File: src/rtl/reg_select_sequencer_pkg.sv
// Shared definitions for the register select/encode unit: the operand-fetch
// sequencer states and the default instruction field layout.
package reg_select_sequencer_pkg;

    typedef enum logic [1:0] {
        SEQ_IDLE   = 2'd0,
        SEQ_STEP_B = 2'd1,
        SEQ_STEP_C = 2'd2,
        SEQ_STEP_A = 2'd3
    } seq_state_e;

    localparam int RA_LSB_DEF = 23;
    localparam int RB_LSB_DEF = 19;
    localparam int RC_LSB_DEF = 15;
    localparam int IMM_W_DEF  = 19;

endpackage

File: src/rtl/reg_select_sequencer_onehot_decoder.sv
// Binary index to one-hot decoder with enable.
// Ports: en_i (enable), idx_i (IDX_W index), onehot_o (2^IDX_W one-hot, 0 when disabled).
module onehot_decoder #(
    parameter int IDX_W = 4
) (
    input  logic                  en_i,
    input  logic [IDX_W-1:0]      idx_i,
    output logic [(1<<IDX_W)-1:0] onehot_o
);

    always_comb begin
        onehot_o = '0;
        if (en_i) begin
            onehot_o[idx_i] = 1'b1;
        end
    end

endmodule

File: src/rtl/reg_select_sequencer.sv
// Register select/encode unit: latched IR, Ra/Rb/Rc decode into registered
// one-hot strobes, sign-extended C constant and an Rb->Rc->Ra fetch sequencer.
// Ports: clock, clear_n (async low); ir_load/instruction load the IR;
// gra/grb/grc + rin/rout/baout drive manual strobes; seq_start/seq_use_imm
// launch the sequence; reg_in/reg_out/ba_zero/c_out/seq_done are registered;
// c_sign_extended is combinational from the IR; seq_busy flags a running sequence.
module reg_select_sequencer
    import reg_select_sequencer_pkg::*;
#(
    parameter int NUM_REGS = 16,
    parameter int IDX_W    = $clog2(NUM_REGS),
    parameter int DATA_W   = 32,
    parameter int RA_LSB   = RA_LSB_DEF,
    parameter int RB_LSB   = RB_LSB_DEF,
    parameter int RC_LSB   = RC_LSB_DEF,
    parameter int IMM_W    = IMM_W_DEF
) (
    input  logic                clock,
    input  logic                clear_n,
    input  logic                ir_load,
    input  logic [DATA_W-1:0]   instruction,
    input  logic                gra,
    input  logic                grb,
    input  logic                grc,
    input  logic                rin,
    input  logic                rout,
    input  logic                baout,
    input  logic                seq_start,
    input  logic                seq_use_imm,
    output logic [NUM_REGS-1:0] reg_in,
    output logic [NUM_REGS-1:0] reg_out,
    output logic                ba_zero,
    output logic                c_out,
    output logic [DATA_W-1:0]   c_sign_extended,
    output logic                seq_busy,
    output logic                seq_done
);

    seq_state_e state_q, state_d;
    logic use_imm_q, use_imm_d;
    logic [DATA_W-1:0] ir_q, ir_d;

    logic [NUM_REGS-1:0] reg_in_q, reg_out_q;
    logic [NUM_REGS-1:0] reg_in_dec, reg_out_dec;
    logic ba_zero_q, ba_zero_d;
    logic c_out_q, c_out_d;
    logic seq_done_q, seq_done_d;

    logic in_en, out_en;
    logic [IDX_W-1:0] in_idx, out_idx;

    // Manual selects use the held IR; the sequencer uses the next IR so a
    // load coinciding with seq_start feeds the new fields into STEP_B.
    logic [IDX_W-1:0] ra_q, rb_q, rc_q;
    logic [IDX_W-1:0] ra_d, rb_d, rc_d;
    logic [IDX_W-1:0] man_idx;
    logic man_sel;

    assign ra_q = ir_q[RA_LSB +: IDX_W];
    assign rb_q = ir_q[RB_LSB +: IDX_W];
    assign rc_q = ir_q[RC_LSB +: IDX_W];
    assign ra_d = ir_d[RA_LSB +: IDX_W];
    assign rb_d = ir_d[RB_LSB +: IDX_W];
    assign rc_d = ir_d[RC_LSB +: IDX_W];

    // Priority gra > grb > grc so multiple selects never merge.
    always_comb begin
        man_sel = 1'b1;
        man_idx = '0;
        if (gra) begin
            man_idx = ra_q;
        end else if (grb) begin
            man_idx = rb_q;
        end else if (grc) begin
            man_idx = rc_q;
        end else begin
            man_sel = 1'b0;
        end
    end

    always_comb begin
        state_d   = state_q;
        use_imm_d = use_imm_q;
        ir_d      = ir_q;
        unique case (state_q)
            SEQ_IDLE: begin
                if (ir_load) begin
                    ir_d = instruction;
                end
                if (seq_start) begin
                    state_d   = SEQ_STEP_B;
                    use_imm_d = seq_use_imm;
                end
            end
            SEQ_STEP_B: state_d = SEQ_STEP_C;
            SEQ_STEP_C: state_d = SEQ_STEP_A;
            SEQ_STEP_A: state_d = SEQ_IDLE;
            default:    state_d = SEQ_IDLE;
        endcase
    end

    // Strobes are computed for the state being entered, so each step's
    // strobe is visible in the same cycle the FSM sits in that step.
    always_comb begin
        in_en      = 1'b0;
        out_en     = 1'b0;
        in_idx     = '0;
        out_idx    = '0;
        ba_zero_d  = 1'b0;
        c_out_d    = 1'b0;
        seq_done_d = 1'b0;
        unique case (state_d)
            SEQ_STEP_B: begin
                out_en  = 1'b1;
                out_idx = rb_d;
            end
            SEQ_STEP_C: begin
                if (use_imm_d) begin
                    c_out_d = 1'b1;
                end else begin
                    out_en  = 1'b1;
                    out_idx = rc_d;
                end
            end
            SEQ_STEP_A: begin
                in_en      = 1'b1;
                in_idx     = ra_d;
                seq_done_d = 1'b1;
            end
            default: begin
                // Leaving STEP_A also lands here; manual only from IDLE.
                if (state_q == SEQ_IDLE && man_sel) begin
                    in_idx    = man_idx;
                    out_idx   = man_idx;
                    in_en     = rin;
                    // A write request wins so in/out never collide on the bus.
                    out_en    = !rin &&
                                (rout || (baout && man_idx != '0));
                    ba_zero_d = baout && man_idx == '0;
                end
            end
        endcase
    end

    onehot_decoder #(.IDX_W(IDX_W)) u_dec_in (
        .en_i     (in_en),
        .idx_i    (in_idx),
        .onehot_o (reg_in_dec)
    );

    onehot_decoder #(.IDX_W(IDX_W)) u_dec_out (
        .en_i     (out_en),
        .idx_i    (out_idx),
        .onehot_o (reg_out_dec)
    );

    always_ff @(posedge clock or negedge clear_n) begin
        if (!clear_n) begin
            state_q    <= SEQ_IDLE;
            use_imm_q  <= 1'b0;
            ir_q       <= '0;
            reg_in_q   <= '0;
            reg_out_q  <= '0;
            ba_zero_q  <= 1'b0;
            c_out_q    <= 1'b0;
            seq_done_q <= 1'b0;
        end else begin
            state_q    <= state_d;
            use_imm_q  <= use_imm_d;
            ir_q       <= ir_d;
            reg_in_q   <= reg_in_dec;
            reg_out_q  <= reg_out_dec;
            ba_zero_q  <= ba_zero_d;
            c_out_q    <= c_out_d;
            seq_done_q <= seq_done_d;
        end
    end

    assign reg_in          = reg_in_q;
    assign reg_out         = reg_out_q;
    assign ba_zero         = ba_zero_q;
    assign c_out           = c_out_q;
    assign seq_done        = seq_done_q;
    assign seq_busy        = (state_q != SEQ_IDLE);
    assign c_sign_extended = {{(DATA_W-IMM_W){ir_q[IMM_W-1]}}, ir_q[IMM_W-1:0]};

    // High IR bits carry opcode fields decoded elsewhere.
    logic unused_ir;
    assign unused_ir = ^ir_q;

endmodule

File: config.mk
export PLATFORM = sky130hd
export DESIGN_NAME = reg_select_sequencer
export DESIGN_NICKNAME = d
export VERILOG_FILES = /design/src/rtl/reg_select_sequencer_pkg.sv /design/src/rtl/reg_select_sequencer_onehot_decoder.sv /design/src/rtl/reg_select_sequencer.sv
export SDC_FILE = /design/constraint.sdc
export NUM_CORES = 1
export LEC_CHECK = 0
export CORE_MARGIN = 2
export CORE_UTILIZATION = 40
export DETAILED_ROUTE_END_ITERATION = 10
export GPL_TIMING_DRIVEN = 0
export PLACE_DENSITY = 0.74
export SYNTH_ARGS = -nofsm -noshare
export SYNTH_HDL_FRONTEND = slang
export SYNTH_SLANG_ARGS = --single-unit
export TNS_END_PERCENT = 5
File: constraint.sdc
create_clock -name clock -period 2.8 [get_ports clock]
set_input_delay 0.42 -clock clock [delete_from_list [all_inputs] [get_ports clock]]
set_output_delay 0.42 -clock clock [all_outputs]
set_load 0.01 [all_outputs]
==> metrics.txt <==
outcome finished clean; CP Data Arrival Time 2.83 ns; Finished Core Util around three fifths; most frequent cells after synthesis dfrtp_1 (65), buf_4 (32), nor2_1 (32); net count of the mapped netlist 310; WHS 0.178 ns; most numerous cell in the Yosys netlist dfrtp_1; area added between synthesis and finish 48.2%; Mapped Cells 263; I/O pin total between 100 and 150; largest net degree at the start of global routing 36; Main synth FF type dfrtp_1; Max-slew headroom 45.0%; Max VDD drop between 0.0004 and 0.0005 V; period utilisation layout slightly above 90%; wire length of the first global-routing pass about 10 mm; Total Nets Final 425; HP Class in -> async; max-cap violation count 0; top cells by area, synth dfrtp_1 (56%), buf_4 (8.3%), mux2_2 (7.4%); RSZ-0062 raised after global routing no; max frequency around 0.39 GHz; vias per inst 4.59; n_diodes 0; syn avg cell area ~11 um^2; Setup-failing EPs final 0; dpl cell area just over 4000 um^2; IO Port Bufs 103; DRT Wirelength 6.55 mm; skew final around 0.0089 ns; Skew-Pair Late Insertion Delay around 0.34 ns; DR iter-0 viols 86; Starting Density between 40% and 50%; Setup TNS 0 ns; vias in the first global route ~2200; core area 7140 um^2; Worst setup EP type flip-flop; critical path class reg -> reg; Global Route Usage Sum between 10% and 20%; DP Wirelength ~5 mm; share of layout cells above drive strength 1 about 20%; pwr dens 1170 nW/um^2; Die X-Extent 89.3 um; Worst Path Required slightly above 3 ns; first-pass iteration count of the detailed router 4; gr ovfl total 0; WL per Instance between 10 and 15 um; EDFF count, synth 0; ANT nets after route 0; routability cong. 0.763; crit start category flip-flop; PnR Total Power between 5 and 6 mW; DIE AREA between 7000 and 8000 um^2; clk buf depth 2; die height 89.3 um; synthesis-stage register bit count 65; clk slew on worst S/H paths ~0.080 ns; root buffer cell clkbuf_8; final-report hold violation count 0; antenna violations before repair 0; Worst Tran Pin Value between 0.8 and 0.9 ns; worst-path fanout max 9; Synth cell types 42; CTS tree done; Placed Instances roughly 470; Tmin final between 2 and 3 ns; fin area 4310 um^2; # DRC 0; Via Count ~2200; H-tree Lvls 3; std cell rows 31; Yosys top cell area share roughly 56%; Yosys top cell by area dfrtp_1; Non-Filler Instances 482; post-synthesis sequential area ratio a little under three fifths; CTS Buf Count 9; Leakage roughly 2.0 nW; Synth Warn # 0; worst slack, placed between 0.09 and 0.1 ns; Post-synth ARST share 100%; CTS Hold Bufs 0; synthesized cell area around 2900 um^2; fin worst setup slack 0.208 ns; Slew Limit Fails 0; clock sink total 65
final cells by class:
type	count	area, um^2
Fill cell	593	2830
Clock inverter	6	90.1
Tap cell	99	124
Buffer	37	268
Multi-Input combinational cell	148	971
Inverter	13	48.8
Sequential cell	65	1630
Clock buffer	10	138
Timing Repair Buffer	104	1050
critical path, cell delays in order, from the launching register on:
cell and delay (ns):
dfrtp_1 0.40, inv_1 0.10, ha_1 0.27, nand2_1 0.35
mux2_2 0.41, a22o_1 0.22, a21boi_1 0.28, o21ai_2 0.19
nor3_1 0.27
power breakdown:
part           switching [mW]  total, mW  internal, mW
combinational            1.27       2.72          1.46
sequential              0.173       1.43          1.25
clock                   0.365      0.893         0.528
total                    1.80       5.04          3.24
flip-flops by register name (all words and copies together) (netlist names):
register / cells
reg_in: 16
seq_done: 1
reg_out: 16
c_out: 1
ba_zero: 1
use_imm_q: 1
state_q: 2
ir_q: 27
cells in the final DEF, fill, tap and decap left out, types with 2 or more instances in the layout:
| cell | instances |
|---|---|
| nand2b_1 | 2 |
| a21oi_2 | 2 |
| clkbuf_1 | 2 |
| a21oi_1 | 15 |
| nor3_1 | 11 |
| mux2_2 | 19 |
| buf_2 | 2 |
| nand3b_1 | 5 |
| o22ai_1 | 2 |
| mux2i_1 | 8 |
| buf_4 | 32 |
| dfrtp_1 | 65 |
| bufinv_16 | 2 |
| clkbuf_8 | 10 |
| ha_1 | 4 |
| a21o_1 | 5 |
| clkdlybuf4s50_1 | 102 |
| inv_1 | 13 |
| nor2b_1 | 4 |
| nor2_1 | 32 |
| nand2_1 | 17 |
worst paths after layout:
check	startpoint	end	slack, ns	cells past startpoint
min	clear_n	ir_q[11]	0.18	1
max in group asynchronous	clear_n	reg_out[5]	1.99	2
min in group clock	ir_q[2]	ir_q[2]	0.51	1
max reg2reg	state_q[0]	reg_out[6]	0.21	8
max	state_q[0]	reg_out[6]	0.21	8
min reg2reg	ir_q[2]	ir_q[2]	0.51	1
routing by layer:
metal	part of all wire, %	GRT usage, %	vias up
met5	0	0	-
li1	-	-	1080
met4	1.5	6.11	0
met2	50	29.4	82
met3	7.3	4.43	9
met1	41	19.4	1040
cell families (layout without fill, tap and decap cells):
family	Yosys count	after routing	share of synthesized area, %
and+or+nand+nor	81	81	13.4
DFF	65	65	55.9
buffers and inverters	50	170	10.9
AOI/OAI and AO/OA	36	36	8.04
muxes	27	27	10.1
adders and majority gates	4	4	1.72
repair_timing:
item | in CTS | in global routing
setup buffers | 0 | 0
resized for setup | 0 | 1
setup endpoints to repair | 0 | 2
endpoints found under the hold margin | 0 | 0
No activity file was read; power rests on OpenSTA's default activity.
